File: src/rtl/morse_keyer.sv
// morse_keyer
//   Turns one Morse character (or a word-space token) per valid/ready
//   handshake into an on/off key waveform. All durations are counted in
//   pulses of the one-unit clock enable 'tick' from the upstream prescaler.
//
// Ports
//   clk        system clock
//   rst_n      asynchronous active-low reset
//   tick       one-unit clock enable (single-cycle pulse, may be held high)
//   in_valid   character/token offered by the source
//   in_ready   block can accept (IDLE and out of reset)
//   in_pattern element bits, LSB first; 0 = dot, 1 = dash
//   in_len     number of elements, 0..MAX_LEN (larger values clamp)
//   in_word    word-space token; pattern and length ignored when set
//   key        Morse key, 1 = mark
//   busy       high whenever not IDLE
//   done       one-clk pulse when a character or token finishes
module morse_keyer #(
  parameter int MAX_LEN    = 6,
  parameter int LEN_W      = $clog2(MAX_LEN + 1),
  parameter int DOT_U      = 1,
  parameter int DASH_U     = 3,
  parameter int ELEM_GAP_U = 1,
  parameter int CHAR_GAP_U = 3,
  parameter int WORD_GAP_U = 7,
  parameter int CNT_W      = 3
) (
  input  logic               clk,
  input  logic               rst_n,
  input  logic               tick,
  input  logic               in_valid,
  output logic               in_ready,
  input  logic [MAX_LEN-1:0] in_pattern,
  input  logic [LEN_W-1:0]   in_len,
  input  logic               in_word,
  output logic               key,
  output logic               busy,
  output logic               done
);

  typedef enum logic [1:0] {IDLE, WAIT, MARK, SPACE} state_t;

  // Counter reload values: a span of N units is N tick edges, so the
  // counter is loaded with N-1 and the span ends on the tick that sees 0.
  localparam logic [CNT_W-1:0] DOT_LD  = CNT_W'(DOT_U - 1);
  localparam logic [CNT_W-1:0] DASH_LD = CNT_W'(DASH_U - 1);
  localparam logic [CNT_W-1:0] ELEM_LD = CNT_W'(ELEM_GAP_U - 1);
  localparam logic [CNT_W-1:0] CHAR_LD = CNT_W'(CHAR_GAP_U - 1);
  localparam logic [CNT_W-1:0] WORD_LD = CNT_W'(WORD_GAP_U - CHAR_GAP_U - 1);
  localparam logic [LEN_W-1:0] LEN_MAX = LEN_W'(MAX_LEN);

  state_t             state;
  logic [MAX_LEN-1:0] pattern;
  logic [LEN_W-1:0]   remaining;
  logic [CNT_W-1:0]   cnt;
  logic               last;
  logic               is_word;
  logic               ready_en;
  logic [LEN_W-1:0]   len_clamped;

  assign len_clamped = (in_len > LEN_MAX) ? LEN_MAX : in_len;

  // ready_en keeps in_ready low while reset is held and rises on the first
  // clock after release, independent of the state register.
  assign in_ready = ready_en && (state == IDLE);
  assign busy     = (state != IDLE);

  // Single sequencer: the handshake is the only transition not gated by
  // tick, so a tick coincident with the accept edge is never counted.
  // The pattern is shifted right as elements are consumed so bit 0 always
  // holds the next element.
  always_ff @(posedge clk or negedge rst_n) begin
    if (!rst_n) begin
      state     <= IDLE;
      pattern   <= '0;
      remaining <= '0;
      cnt       <= '0;
      last      <= 1'b0;
      is_word   <= 1'b0;
      ready_en  <= 1'b0;
      key       <= 1'b0;
      done      <= 1'b0;
    end else begin
      ready_en <= 1'b1;
      done     <= 1'b0;
      case (state)
        IDLE: begin
          if (in_valid && in_ready) begin
            if (in_word) begin
              is_word <= 1'b1;
              state   <= WAIT;
            end else if (in_len != '0) begin
              is_word   <= 1'b0;
              pattern   <= in_pattern;
              remaining <= len_clamped;
              state     <= WAIT;
            end
          end
        end
        WAIT: begin
          if (tick) begin
            if (is_word) begin
              cnt   <= WORD_LD;
              last  <= 1'b1;
              state <= SPACE;
            end else begin
              key       <= 1'b1;
              cnt       <= pattern[0] ? DASH_LD : DOT_LD;
              pattern   <= pattern >> 1;
              remaining <= remaining - 1'b1;
              state     <= MARK;
            end
          end
        end
        MARK: begin
          if (tick) begin
            if (cnt != '0) begin
              cnt <= cnt - 1'b1;
            end else begin
              key <= 1'b0;
              if (remaining != '0) begin
                cnt  <= ELEM_LD;
                last <= 1'b0;
              end else begin
                cnt  <= CHAR_LD;
                last <= 1'b1;
              end
              state <= SPACE;
            end
          end
        end
        SPACE: begin
          if (tick) begin
            if (cnt != '0) begin
              cnt <= cnt - 1'b1;
            end else if (!last) begin
              key       <= 1'b1;
              cnt       <= pattern[0] ? DASH_LD : DOT_LD;
              pattern   <= pattern >> 1;
              remaining <= remaining - 1'b1;
              state     <= MARK;
            end else begin
              done  <= 1'b1;
              state <= IDLE;
            end
          end
        end
        default: state <= IDLE;
      endcase
    end
  end

endmodule
File: config.mk
export PLATFORM = sky130hd
export DESIGN_NAME = morse_keyer
export DESIGN_NICKNAME = d
export VERILOG_FILES = /design/src/rtl/morse_keyer.sv
export SDC_FILE = /design/constraint.sdc
export NUM_CORES = 1
export LEC_CHECK = 0
export BUFFER_PORTS_ARGS = -buffer_cell sky130_fd_sc_hd__buf_2
export CORE_MARGIN = 2
export CORE_UTILIZATION = 52
export CTS_BUF_LIST = sky130_fd_sc_hd__clkbuf_8
export DETAILED_ROUTE_END_ITERATION = 7
export PLACE_DENSITY = 0.77
export SLEW_MARGIN = 40
export SYNTH_ARGS = -nofsm -noshare
export SYNTH_HDL_FRONTEND = slang
export SYNTH_SLANG_ARGS = --single-unit
export TNS_END_PERCENT = 30
File: constraint.sdc
create_clock -name clk -period 2 [get_ports clk]
set_clock_uncertainty 0.1 [all_clocks]
set_input_delay 0.3 -clock clk [delete_from_list [all_inputs] [get_ports clk]]
set_output_delay 0.3 -clock clk [all_outputs]
set_load 0.01 [all_outputs]
==> results.toml, run 1 <==
[clock_network]
htreeDepth = 1
cts_sinks = 19
clockBufferDepth = 2
numCtsBuffers = 3
clk_pin_slew_ns = 0.07
clkLatencyLatePin_ns = 0.26
cts_tree = "done"
root_buffer = "clkbuf_8"

[setup_path]
r2r_start = "cnt[0]$_DFFE_PN0P_"
arrival_ns = 2.01
worst_setup_path_end_kind = "register"
worst-path-max-fanout = 4
rr_worst_depth = 6
required_ns = 2.05
crit_start = "cnt[0]$_DFFE_PN0P_"
critical_path_class = "register to register"
rr_endpoint = "remaining[1]$_DFFE_PN0P_"
r2r_setup_slack_ns = 0.04
setup.worst_path.start_class = "register"

[drt]
wl_per_cell_um = 15.0
drt_first_pass_iters = 4
drtIter0Drc = 24
routed_via_density = 5.93
drc_errors = 0
postRouteAntennaNets = 0
via_count = 1031
routed_wl_um = 2610

[finish]
nFillCells = 157
area_growth_pct = 24.8
drive_gt1_share_pct = 26.5
final_area_um2 = 1380
num_antenna_cells = 0
final_util_pct = 69.6
fin_nets = 166

[placement]
place_ws_ns = -0.0756
dp_hpwl_um = 1850
gp_congestion = 0.841
placedInstanceArea_um2 = 1250
io_buffers = 17

[global_route]
grt_first_pass_wirelength_um = 4260
grt_max_degree = 20
first_global_vias = 976
grt_remaining_overflow = 0
antenna_found_initial = 0
grtUsageTotal_pct = 22.8

[synth]
synth_top_area_cell = "dfrtp_1"
synth.top_cell.area_share_pct = 43.0
synthFlopType = "dfrtp_1"
synth.distinct_cells = 39
syn_area_per_cell_um2 = 9.36
yosys_warnings = 0
synthesis.area_um2 = 1100
synth_fp_nets = 136
synth-seq-cells = 19
async_flop_share_pct = 100
yosys-top-cells-area = "dfrtp_1 (43%), nand2_1 (5.1%), ha_1 (4.5%)"
synth_cells = 118
synth_edf_count = 0
synth-seq-area-share_pct = 43.0

[sta]
relSlewSlack_pct = 63.2
max_freq_ghz = 0.509
fin_crit_sh_pct = 98.2
setup_viol = 0
tightest_slew_ns = 0.550
setup_ws_ns = 0.0367
drv_slew = 0
finalHoldViolations = 0
period_minus_slack_ns = 1.96
tns_ns = 0

[run]
cap_violations = 0

[floorplan]
die_w_um = 50.1
die_h_um = 50.1
start_util_pct = 55.7
core_area_um2 = 1980
die-area_um2 = 2510
num_rows = 16
pin_count = 18

[hold_path]
hold_depth = 3
hold_path_end = "pattern[1]$_DFFE_PN0P_"
hp-start = "in_pattern[1]"
hp-class = "primary input to register"

[power_and_ir_drop]
p_leak_nw = 0.680
power_density_nw_per_um2 = 1430
ir_worst_vdd_v = 0.000733
report.power.total_w = 0.00198

[status]
status = "completed"
[worst max-delay path, cell delays in order, from the launching register on]
cell	delay, ns
dfrtp_1	0.40
inv_2	0.11
ha_4	0.14
or3b_4	0.40
a211o_4	0.39
a221oi_2	0.25
a21oi_1	0.06
[registers in the layout, indices dropped and copies added, names as in the netlist]
name,flops
last,1
pattern,6
done,1
is_word,1
key,1
ready_en,1
remaining,3
cnt,3
state,2
[Yosys cell counts, drive strengths merged (2+ instances only)]
cell / n
dfrtp: 19
nand2: 15
o21ai: 11
inv: 8
nand3: 7
mux2i: 5
nor2: 5
a21oi: 4
ha: 4
a211o: 3
buf: 3
nor2b: 3
a211oi: 2
a22o: 2
a31oi: 2
a41o: 2
and3: 2
nand2b: 2
nor3: 2
o211ai: 2
[cells in the final DEF, fill, tap and decap left out, types with 2 or more instances in the layout]
master     n
dfrtp_1   19
buf_2     17
nand2_1   15
buf_4      9
inv_1      8
o21ai_0    8
nand3_1    7
mux2i_1    5
a21oi_1    4
nor2_1     4
nor2b_1    3
o21ai_1    3
ha_1       3
clkbuf_8   3
and3_1     2
nand2b_1   2
a41o_1     2
a22o_1     2
a31oi_1    2
a211o_1    2
nor3_1     2
o211ai_1   2
[through the flow]
stage                     std cells  hold slack, ns
after floorplan                 118         -0.0956
after global placement          165           0.160
after detailed placement        165           0.168
after CTS                       171           0.216
after global routing            174           0.231
final                           174           0.220
[power by group]
group | internal [W] | switching (W)
registers | 0.000537 | 0.000120
logic | 0.000489 | 0.000562
clock network | 0.000137 | 0.000133
total | 0.00116 | 0.000815
[cell type report]
class	instances	area, um^2	share of cell area [%]
clock buffers	3	41.3	2.99
flip-flops and latches	19	475	34.5
repair buffers	28	183	13.2
well taps	27	33.8	2.45
multi-input cells	88	612	44.4
inverters	8	30.0	2.18
clock inverters	1	3.75	0.272
[worst max-delay path by stage]
stage / endpoint / slack [ns] / cells past startpoint
after global routing: pattern[0]$_DFFE_PN0P_ / -0.003 / 7
after global placement: remaining[1]$_DFFE_PN0P_ / 0.07 / 6
final: remaining[1]$_DFFE_PN0P_ / 0.04 / 6
after floorplan: remaining[1]$_DFFE_PN0P_ / 0.07 / 6
after CTS: remaining[1]$_DFFE_PN0P_ / 0.02 / 6
after detailed placement: remaining[1]$_DFFE_PN0P_ / -0.08 / 6
[logic make-up after synthesis]
kind of cell	share of synthesized area [%]
multiplexers	4.53
buffers and inverters	3.96
AO/OA/AOI/OAI	23.8
other	0.339
AND/OR/NAND/NOR	19.8
adder cells (fa/ha/maj)	4.53
flip-flops	43.0
[timing repair]
item	4_1_cts	5_1_grt
gates resized for setup	3	3
endpoints found under the hold margin	19	0
buffers inserted	1	3
pin swaps	1	4
hold buffers	1	0
endpoints found under the setup margin	3	7
[routing by layer]
layer	part of all wire, %	track usage [%]	vias up
li1	-	-	485
met1	43	28.8	511
met2	50	36.0	28
met3	4.3	5.15	7
met4	2.7	12.0	0
met5	0	0	-
Note: power is estimated with default switching activity, not from simulation.
==> inputs of run 2 (changes only) <==
--- a/config.mk
+++ b/config.mk
@@ -10,4 +10,5 @@
 export CORE_UTILIZATION = 52
 export CTS_BUF_LIST = sky130_fd_sc_hd__clkbuf_8
+export CTS_CLUSTER_DIAMETER = 100
 export DETAILED_ROUTE_END_ITERATION = 7
 export PLACE_DENSITY = 0.77
==> constraint.sdc (replaced) <==
create_clock -name clk -period 2 [get_ports clk]
set_clock_uncertainty 0.1 [all_clocks]
set_input_delay 0.3 -clock clk [delete_from_list [all_inputs] [get_ports clk]]
set_output_delay 0.3 -clock clk [all_outputs]
set_load 0.02 [all_outputs]
==> run 2 against run 1 <==
Effect of this change:
- sequential power hardly changed
- register-to-register slack hardly changed
- setup slack better by 0.013 ns
- non-clock buffer count is 2 lower
- count of clock-buffer cells in the layout stayed put
- flip-flop and latch count stayed put
- cell count is 1.1% lower
- critical path depth stayed put
- sequential share of layout area is 0.57 points higher
- via count is 3.1% lower
- critical path type unchanged
- critical endpoint is now remaining[0]$_DFFE_PN0P_
- highest routed layer unchanged
==> results.toml, run 2 (same netlist as run 1, synthesis figures left out) <==
[floorplan]
die_h_um = 50.1
core_area_um2 = 1980
pin_count = 18
num_rows = 16
start_util_pct = 55.7
die-area_um2 = 2510
die_w_um = 50.1

[placement]
place_ws_ns = -0.0108
gp_congestion = 0.800
dp_hpwl_um = 1760
io_buffers = 17

[clock_network]
cts_tree = "done"
clk_pin_slew_ns = 0.07
numCtsBuffers = 3
htreeDepth = 1
root_buffer = "clkbuf_8"
cts_sinks = 19
clkLatencyLatePin_ns = 0.25
clockBufferDepth = 2

[global_route]
antenna_found_initial = 0
grtUsageTotal_pct = 21.8
grt_first_pass_wirelength_um = 4150
grt_remaining_overflow = 0
first_global_vias = 940
grt_max_degree = 20

[finish]
mostFrequentLayoutCells = "dfrtp_1 (19), buf_2 (17), nand2_1 (15)"
num_antenna_cells = 0
area_growth_pct = 22.8
largest_register_ffs = 6
final_common_cell = "dfrtp_1"
nFillCells = 160
fin_nets = 164
regMostFlops = "pattern"
top_regs = "pattern x6, cnt x3, remaining x3"
drive_gt1_share_pct = 25.5

[sta]
max_freq_ghz = 0.513
period_minus_slack_ns = 1.95
relSlewSlack_pct = 64.9
setup_viol = 0
setup_ws_ns = 0.0498
drv_slew = 0
fin_crit_sh_pct = 97.5
tns_ns = 0
finalHoldViolations = 0
tightest_slew_ns = 0.526

[power_and_ir_drop]
ir_worst_vdd_v = 0.000872
p_leak_nw = 0.667
power_density_nw_per_um2 = 1420

[setup_path]
critical_path_class = "register to register"
r2r_start = "cnt[0]$_DFFE_PN0P_"
required_ns = 2.10
rr_endpoint = "remaining[0]$_DFFE_PN0P_"
arrival_ns = 2.05
worst_setup_path_end_kind = "register"
worst-path-max-fanout = 8
r2r_setup_slack_ns = 0.05
setup.worst_path.start_class = "register"
rr_worst_depth = 6

[hold_path]
hold_path_end = "is_word$_DFFE_PN0P_"
hp-class = "primary input to register"
hp-start = "in_word"
hold_depth = 2

[status]
status = "completed"

[drt]
postRouteAntennaNets = 0
drt_first_pass_iters = 4
drtIter0Drc = 21
via_count = 999
routed_wl_um = 2460
drc_errors = 0
routed_via_density = 5.81
wl_per_cell_um = 14.3

[run]
cap_violations = 0
==> run 2: how the worst max path moves through the flow <==
stage | end | start | cells after the start
after floorplan | remaining[1]$_DFFE_PN0P_ | cnt[0]$_DFFE_PN0P_ | 6
after global placement | remaining[1]$_DFFE_PN0P_ | cnt[0]$_DFFE_PN0P_ | 6
after detailed placement | pattern[2]$_DFFE_PN0P_ | cnt[0]$_DFFE_PN0P_ | 7
after CTS | remaining[1]$_DFFE_PN0P_ | cnt[0]$_DFFE_PN0P_ | 6
after global routing | remaining[0]$_DFFE_PN0P_ | cnt[0]$_DFFE_PN0P_ | 6
final | remaining[0]$_DFFE_PN0P_ | cnt[0]$_DFFE_PN0P_ | 6
==> run 2: area by class of cell <==
cell class | instances | area [um^2] | area share, %
clock buffer | 3 | 41.3 | 3.04
clock inverter | 1 | 3.75 | 0.277
inverter | 8 | 30.0 | 2.21
multi-input combinational | 88 | 617 | 45.5
sequential | 19 | 475 | 35.1
tap | 27 | 33.8 | 2.49
timing repair buffer | 26 | 155 | 11.4
==> run 2: worst max-delay path, cell delays in order, from the launching register on <==
cell	delay (ns)
dfrtp_1	0.40
inv_2	0.10
ha_4	0.14
or3b_4	0.40
a211o_4	0.39
a211oi_2	0.24
a211o_1	0.12
==> run 2: timing repair <==
item,4_1_cts,5_1_grt
buffers inserted,0,2
endpoints found under the setup margin,2,6
gates resized for setup,3,4
pin swaps,0,3
hold buffers,1,0
hold endpoints to repair,19,0
==> run 2: per-stage QoR <==
step	cells	instance area, um^2	hold slack (ns)	utilization [%]	total power [W]
final	172	1360	0.219	68.4	0.00193
after global routing	172	1360	0.226	68.4	0.00208
after CTS	170	1320	0.211	66.8	0.00187
after detailed placement	165	1250	0.166	63.3	0.00158
after global placement	165	1250	0.161	63.3	0.00155
after floorplan	118	1100	-0.0956	-	0.00132
==> run 2: layer usage <==
metal / wire (um) / track usage (%)
met2: 1250 / 36.0
met5: 0 / 0
met1: 1120 / 28.2
met3: 69 / 3.64
met4: 24 / 8.33
==> run 2: power by group <==
part           internal (W)  leakage, nW  total (W)  switching (W)
clock              0.000137       0.0269   0.000265       0.000128
sequential         0.000537        0.232   0.000658       0.000122
combinational      0.000455        0.408    0.00101       0.000552
